### src/rtl/cpu_types_pkg.sv
// Shared CPU types: word/register widths, MEM-stage FSM encoding, writeback selects.
// Consumed by mem_stage and llsc_link.
package cpu_types_pkg;

  localparam int unsigned WORD_W     = 32;
  localparam int unsigned REG_W      = 5;
  localparam int unsigned WAIT_CNT_W = 16;
  localparam int unsigned MTR_W      = 3;

  typedef logic [WORD_W-1:0]     word_t;
  typedef logic [REG_W-1:0]      regbits_t;
  typedef logic [WAIT_CNT_W-1:0] wait_cnt_t;
  typedef logic [MTR_W-1:0]      mtr_t;

  typedef enum logic [1:0] {
    MEM_IDLE   = 2'd0,
    MEM_ACCESS = 2'd1,
    MEM_HALTED = 2'd2
  } mem_state_t;

  // Writeback data select (ex_MemToReg)
  localparam mtr_t MTR_ALU = 3'd0;
  localparam mtr_t MTR_MEM = 3'd1;
  localparam mtr_t MTR_PC4 = 3'd2;
  localparam mtr_t MTR_LUI = 3'd3;
  localparam mtr_t MTR_SC  = 3'd4;

  typedef struct packed {
    logic     reg_wr;
    logic     halt;
    regbits_t wsel;
    word_t    wdat;
  } memwb_t;

endpackage

### src/rtl/llsc_link.sv
// Load-linked reservation: one valid bit plus the linked word address.
// Only instantiated when LLSC_EN is defined.
module llsc_link
  import cpu_types_pkg::*;
(
  input  logic  clk,
  input  logic  rst,
  input  logic  ll_done,
  input  word_t ll_addr,
  input  logic  sc_done,
  input  logic  st_done,
  input  word_t st_addr,
  input  logic  ccinv,
  input  word_t ccsnoopaddr,
  output logic  link_valid,
  output word_t link_addr
);

  logic  valid_q, valid_d;
  word_t addr_q, addr_d;

  // A new link wins over stale clears, but a snoop of the very address being linked kills it.
  always_comb begin
    valid_d = valid_q;
    addr_d  = addr_q;
    if (ll_done) begin
      addr_d  = ll_addr;
      valid_d = !(ccinv && (ccsnoopaddr == ll_addr));
    end else if (sc_done ||
                 (st_done && (st_addr == addr_q)) ||
                 (ccinv && (ccsnoopaddr == addr_q))) begin
      valid_d = 1'b0;
    end
  end

  always_ff @(posedge clk or posedge rst) begin
    if (rst) begin
      valid_q <= 1'b0;
      addr_q  <= '0;
    end else begin
      valid_q <= valid_d;
      addr_q  <= addr_d;
    end
  end

  assign link_valid = valid_q;
  assign link_addr  = addr_q;

endmodule

### src/rtl/mem_stage.sv
// MEM pipeline stage: data-cache handshake, stall/halt control and MEM/WB register.
// Define LLSC_EN to enable load-linked/store-conditional reservation tracking.
module mem_stage
  import cpu_types_pkg::*;
(
  input  logic      CLK,
  input  logic      RST,
  input  logic      ex_dREN,
  input  logic      ex_dWEN,
  input  logic      ex_RegWr,
  input  logic      ex_halt,
  input  mtr_t      ex_MemToReg,
  input  word_t     ex_addr,
  input  word_t     ex_store,
  input  word_t     ex_pc4,
  input  word_t     ex_lui,
  input  regbits_t  ex_wsel,
  input  logic      ex_ll,
  input  logic      ex_sc,
  input  logic      flush,
  input  logic      dhit,
  input  word_t     dmemload,
  input  logic      ccinv,
  input  word_t     ccsnoopaddr,
  output logic      dmemREN,
  output logic      dmemWEN,
  output word_t     dmemaddr,
  output word_t     dmemstore,
  output logic      mem_stall,
  output logic      wb_RegWr,
  output logic      wb_halt,
  output regbits_t  wb_wsel,
  output word_t     wb_wdat,
  output logic      halt,
  output wait_cnt_t wait_cnt
);

  mem_state_t state_q, state_d;
  wait_cnt_t  wait_cnt_q, wait_cnt_d;
  memwb_t     memwb_q, memwb_d;
  logic       halted;
  logic       sc_pass;
  logic       sc_result;

  assign halted = (state_q == MEM_HALTED);

`ifdef LLSC_EN
  logic  link_valid;
  word_t link_addr;
  logic  sc_ok;

  assign sc_ok     = link_valid && (link_addr == ex_addr);
  assign sc_pass   = !ex_sc || sc_ok;
  assign sc_result = sc_ok;

  // A failed SC never reaches the cache, so it completes without waiting for dhit.
  llsc_link u_llsc_link (
    .clk         (CLK),
    .rst         (RST),
    .ll_done     (ex_ll && ex_dREN && dhit && !halted),
    .ll_addr     (ex_addr),
    .sc_done     (ex_sc && ex_dWEN && !halted && (!sc_ok || dhit)),
    .st_done     (dmemWEN && dhit),
    .st_addr     (ex_addr),
    .ccinv       (ccinv),
    .ccsnoopaddr (ccsnoopaddr),
    .link_valid  (link_valid),
    .link_addr   (link_addr)
  );
`else
  logic unused_llsc;

  assign sc_pass     = 1'b1;
  assign sc_result   = 1'b1;
  assign unused_llsc = ^{ex_ll, ex_sc, ccinv, ccsnoopaddr};
`endif

  assign dmemREN   = ex_dREN && !halted;
  assign dmemWEN   = ex_dWEN && !halted && sc_pass;
  assign dmemaddr  = ex_addr;
  assign dmemstore = ex_store;
  assign mem_stall = (dmemREN || dmemWEN) && !dhit;

  // Next state, stall counter and MEM/WB payload
  always_comb begin
    state_d    = state_q;
    wait_cnt_d = wait_cnt_q;
    memwb_d    = '0;

    case (state_q)
      MEM_IDLE: begin
        if (mem_stall)    state_d = MEM_ACCESS;
        else if (ex_halt) state_d = MEM_HALTED;
      end
      MEM_ACCESS: begin
        if (!mem_stall) state_d = MEM_IDLE;
      end
      MEM_HALTED: state_d = MEM_HALTED;
      default:    state_d = MEM_IDLE;
    endcase

    if (mem_stall && (wait_cnt_q != '1)) wait_cnt_d = wait_cnt_q + WAIT_CNT_W'(1);

    if (!mem_stall && !flush) begin
      memwb_d.reg_wr = ex_RegWr;
      memwb_d.halt   = ex_halt;
      memwb_d.wsel   = ex_wsel;
      case (ex_MemToReg)
        MTR_ALU: memwb_d.wdat = ex_addr;
        MTR_MEM: memwb_d.wdat = dmemload;
        MTR_PC4: memwb_d.wdat = ex_pc4;
        MTR_LUI: memwb_d.wdat = ex_lui;
        MTR_SC:  memwb_d.wdat = WORD_W'(sc_result);
        default: memwb_d.wdat = '0;
      endcase
    end
  end

  always_ff @(posedge CLK or posedge RST) begin
    if (RST) begin
      state_q    <= MEM_IDLE;
      wait_cnt_q <= '0;
      memwb_q    <= '0;
    end else begin
      state_q    <= state_d;
      wait_cnt_q <= wait_cnt_d;
      memwb_q    <= memwb_d;
    end
  end

  assign halt     = halted;
  assign wait_cnt = wait_cnt_q;
  assign wb_RegWr = memwb_q.reg_wr;
  assign wb_halt  = memwb_q.halt;
  assign wb_wsel  = memwb_q.wsel;
  assign wb_wdat  = memwb_q.wdat;

endmodule

### config.mk
export PLATFORM = sky130hd
export DESIGN_NAME = mem_stage
export DESIGN_NICKNAME = d
export VERILOG_FILES = /design/src/rtl/cpu_types_pkg.sv /design/src/rtl/llsc_link.sv /design/src/rtl/mem_stage.sv
export SDC_FILE = /design/constraint.sdc
export NUM_CORES = 1
export LEC_CHECK = 0
export ABC_CLOCK_PERIOD_IN_PS = 2100
export CAP_MARGIN = 20
export CORE_AREA = 2 2 130 132
export DETAILED_ROUTE_END_ITERATION = 6
export DIE_AREA = 0 0 132 134
export PLACE_DENSITY_LB_ADDON = 0.08
export SETUP_SLACK_MARGIN = 0.1
export SLEW_MARGIN = 15
export SYNTH_ARGS = -nofsm -noshare
export SYNTH_HDL_FRONTEND = slang
export SYNTH_SLANG_ARGS = --single-unit
### constraint.sdc
create_clock -name CLK -period 2.1 [get_ports CLK]
set_input_delay 0.315 -clock CLK [delete_from_list [all_inputs] [get_ports CLK]]
set_output_delay 0.315 -clock CLK [all_outputs]
set_load 0.01 [all_outputs]
# --- Word level (Yosys, flattened, before mapping) ---
# Cells that the tools add are included.
classes:
  n_eq_ne: 9
  muxes: 6
  reduce_logical: 13
  n_addsub: 1
ops:
  columns: ["operator", "n"]
  rows:
  - ["$pmux W32 S5", 1]
  - ["$mux W39", 1]
  - ["$add A16 B1 Y16 const B", 1]
  - ["$ne A16 B16 Y1 const B", 1]
  - ["$eq A3 B2 Y1 const B", 2]
  - ["$mux W2", 3]
  - ["$pmux W2 S3", 1]
  - ["$logic_and A1 B1 Y1", 5]
  - ["$logic_not A1 Y1", 4]
  - ["$eq A3 B1 Y1 const B", 1]
  - ["$eq A3 B3 Y1 const B", 1]
  - ["$logic_not A3 Y1", 1]
  - ["$ne A3 B3 Y1 const B", 1]
  - ["$eq A2 B1 Y1 const B", 1]
  - ["$eq A2 B2 Y1 const B", 1]
  - ["$logic_not A2 Y1", 1]
  - ["$ne A2 B2 Y1 const B", 1]
  - ["$reduce_and A2 Y1", 1]
  - ["$logic_or A1 B1 Y1", 1]
totals:
  out_inout_bits: 123
  reg_bits: 57
  inputBits: 211
  elab_cells: 35

# --- Logic depth before layout (Yosys ltp) ---
logic_depth:
  word_depth: 8
  ltp_mapped: 5
  depth_no_buf: 5

# --- Least setup slack after synthesis ---
# OpenSTA, ideal clock, no wires.
synth_timing:
  path_type: "register -> register"
  start: "reg state_q[1]"
  end: "reg wait_cnt_q[15] (netlist: wait_cnt[15])"
  n_path_buf: 0
  required_time_ns: 1.972
  arrival_time_ns: 1.541
  synth_period_minus_slack_ns: 1.669
  path_stages_with_launch: 6
  setup_time_ns: 0.128
  setup_slack_ns: 0.431
  path_cell_list: "dfrtp_1 > nand2b_4 > inv_2 > or3_4 > nor4_4 > mux2_1"
synth_between:
  elab_chain_cells: 6
  elab_cells_between_ends: 7
  classes_between: "eq/ne: 1; reduce/logical: 6"
synth_rtl:
  columns: ["item", "line", "source"]
  rows:
  - ["start, declared", "mem_stage.sv:38", "mem_state_t state_q, state_d;"]
  - ["start signal, assigned", "mem_stage.sv:125", "state_q <= state_d;"]
  - ["$eq A2 B2 Y1 (*)", "mem_stage.sv:45", "assign halted = (state_q == MEM_HALTED);"]
  - ["named net halt", "mem_stage.sv:34", "output logic halt,"]
  - ["$logic_not A1 Y1 (*)", "mem_stage.sv:78, mem_stage.sv:79", null]
  - ["$logic_and A1 B1 Y1, on equally long branches", "mem_stage.sv:78, mem_stage.sv:79", null]
  - ["$logic_or A1 B1 Y1 (*)", "mem_stage.sv:82", "assign mem_stall = (dmemREN || dmemWEN) && !dhit;"]
  - ["$logic_and A1 B1 Y1 (*)", "mem_stage.sv:82", null]
  - ["$logic_and A1 B1 Y1 (*)", "mem_stage.sv:102", "if (mem_stall && (wait_cnt_q != '1)) wait_cnt_d = wait_cnt_q + WAIT_CNT_W'(1);"]
  - ["end signal, assigned", "mem_stage.sv:126", "wait_cnt_q <= wait_cnt_d;"]
  - ["end, declared", "mem_stage.sv:39", "wait_cnt_t wait_cnt_q, wait_cnt_d;"]
# Mark *: on every way through the listed nets, which the timed path passes. The rest lies on a longest branch.
# A chain may end at the register's enable or synchronous reset.

# --- Worst setup path in the final report ---
layout_timing:
  start: "reg state_q[1]"
  end: "out dmemWEN"
layout_between:
  elab_chain_cells: 3
layout_rtl:
  columns: ["item", "line", "source"]
  rows:
  - ["$eq A2 B2 Y1", "mem_stage.sv:45", null]
  - ["$logic_not A1 Y1", "mem_stage.sv:79", "assign dmemWEN = ex_dWEN && !halted && sc_pass;"]
  - ["$logic_and A1 B1 Y1", "mem_stage.sv:79", null]
  - ["end, declared", "mem_stage.sv:26", "output logic dmemWEN,"]
# Every way passes these cells.

==> results.txt <==
status - finished, final reports clean
Core Footprint - 16300 um2
Top Ports - 334
Worst path slowest cell - clkdlybuf4s50_1
max incr delay on CP - 520 ps
Worst-Margin Slew - 424 ps
width of the die - 132 um
Max Buffers Root-to-Sink - 2
GPL Wtd Cong - 0.761
Max Cap Violations - 0
RSZ-0062 raised after global routing - no
Die ar. - 17700 um2
Layout Nets - 712
crit path cell chain - nand2b_4 -> and2_1 -> clkdlybuf4s50_1
Yosys reg bits - 57
Finished Layout Cells - 725
f_max - 0.547 GHz
Fin Setup TNS - 0 ps
syn nets - 533
leakage - 2.28 nW
Hold WC Path Type - in2async
Routed Wire Length - 13200 um
HPWL after DPL - 10100 um
Synth Warn # - 0
Seq/Total Area, Yosys - 44.0%
die height - 134 um
Pre-Repair DR Iteration Count - 4
clock-pin slew on the worst setup and hold paths - 50 ps
cell area power density - 689 nW/um2
CP Class - reg2out
vias in the first global route - 3432
post-synthesis cell area - 3240 um2
CTS tree - built
Arrival @ worst endpoint - 1510 ps
WP data required - 1780 ps
Tcrit/Tclk final - 87.1%
H-tree Lvls - 3
# port buffers - 234
total CTS buffers - 9
WL per Instance - 18.2 um
placed cells - 709
Final Skew - 2.31 ps
internal reg-to-reg setup slack - 300 ps
n_diodes - 0
Gate Count Post-Synth - 321
Max FO, Critical Path - 6
fillers - 1664
Post-DRT Antenna Nets - 0
hold_buf cts - 0
Critical Path Source Type - flop
routed vias/inst - 4.33
largest net degree at the start of global routing - 58
most common cell after layout, fill and taps aside - clkdlybuf4s50_1
minimum clock period - 1830 ps
Final Slew Violations - 0
Avg Synthesized Cell Area - 10.1 um2
IR drop worst, VDD - 0.355 mV
first-pass GRT wire length - 19900 um
Cell variety after synth - 39
grt ovf - 0
Rel. slew slack - 71.7%
Fin. Hold Viols - 0
Initial Util - 19.9%
most frequent cells in the layout - clkdlybuf4s50_1, a22oi_1, dfrtp_1
Worst Reg-to-Reg Cells - 4
Initial DRC Count - 112
Skew-Pair Late Insertion Delay - 330 ps
# rows - 47
drt drc - 0
Total GRT Usage - 15.0%
CTS Sinks - 57
critical path endpoint category - primary output
Finish-stage setup viols - 0
fraction of layout cells with a size suffix above 1 - 9.70%
area delta synth->final - 80.4%
antenna violations before repair - 0
root buffer cell - clkbuf_16
total vias in the final route - 3142
[area by class of cell]
cell class	count	area (um2)	share of cell area, %
Clock buffer	11	243	4.15
Clock inverter	5	103	1.75
Sequential cell	57	1430	24.4
Multi-Input combinational cell	179	1270	21.7
Inverter	4	15.0	0.257
Timing Repair Buffer	249	2520	43.0
Tap cell	220	275	4.71
[worst max-delay path, delay by kind of cell, from the launching register on]
kind / cells / cell delay, ps
and+or+nand+nor: 2 / 250
buffers and inverters: 1 / 520
DFF: 1 / 410
[path summary, 6_finish.rpt]
path	startpoint	endpoint
worst max-delay path	state_q[1]	dmemWEN
worst max register to register	wait_cnt[2]	wait_cnt[12]
worst min register to register	state_q[0]	state_q[1]
worst min-delay path	RST	wb_wdat[30]
max in group asynchronous	RST	wb_wdat[4]
min in group CLK	state_q[0]	state_q[1]
[Yosys cell counts (all sizes together)]
cell,instances,area [um2]
inv,4,15.0
and4,2,17.5
nand2,9,33.8
nor3b,2,15.0
nor4b,1,8.76
a22oi,62,465
o21bai,1,7.51
buf,65,485
clkbuf,16,60.1
ha,1,12.5
and3b,1,8.76
nor3,6,30.0
nand3,6,35.0
nand2b,2,20.0
o31ai,2,15.0
mux2,4,48.8
or3,1,11.3
o21ba,1,10.0
o21ai,1,5.00
nor4,7,92.6
nand4,6,37.5
dfrtp,57,1430
mux4,1,22.5
xnor2,2,17.5
or2,1,6.26
nor2,9,36.3
xor2,8,70.1
and2,9,56.3
and3,1,6.26
a21oi,33,165
[power by group]
group / internal, mW / leakage, nW / total, mW / switching, mW
combinational: 0.626 / 1.36 / 1.03 / 0.401
clock: 1.19 / 0.166 / 1.71 / 0.519
sequential: 1.20 / 0.760 / 1.29 / 0.0978
[per-stage QoR]
step           utilization (%)  total power [mW]  worst slack (ps)  hold WS (ps)  cell area [um2]
2_1_floorplan                -              1.74               385           404             3240
5_1_grt                   35.9              4.24               197           415             5850
3_3_place_gp              33.8              2.35              44.1           414             5500
3_5_place_dp              33.8              2.36              49.3           429             5500
6_report                  35.9              4.03               271           369             5850
4_1_cts                   35.9              4.11               247           374             5850
[cell families after synthesis]
| kind of cell | after synthesis | share of synthesized area, % |
|---|---|---|
| AND/OR/NAND/NOR | 63 | 12.8 |
| flip-flops | 57 | 44.0 |
| buffers and inverters | 85 | 17.3 |
| multiplexers | 5 | 2.20 |
| adder cells (fa/ha/maj) | 1 | 0.386 |
| AO/OA/AOI/OAI | 100 | 20.6 |
| XOR/XNOR | 10 | 2.70 |
[flip-flops by register name, summed over array words and instances (netlist names)]
register,count
wb_halt,1
wb_wsel,5
wait_cnt,16
wb_RegWr,1
state_q,2
wb_wdat,32
[per-layer routing]
layer / track usage (%) / vias to the layer above / part of all wire [%]
li1: - / 1477 / -
met1: 17.8 / 1467 / 42
met2: 25.1 / 179 / 48
met3: 4.38 / 19 / 7.5
met4: 6.76 / 0 / 2.6
met5: 0 / - / 0
[repair_timing]
action	4_1_cts	5_1_grt
setup endpoints to repair	1	0
gates resized for setup	1	0
buffers inserted	0	0
Power figures use the tool's default switching activity.
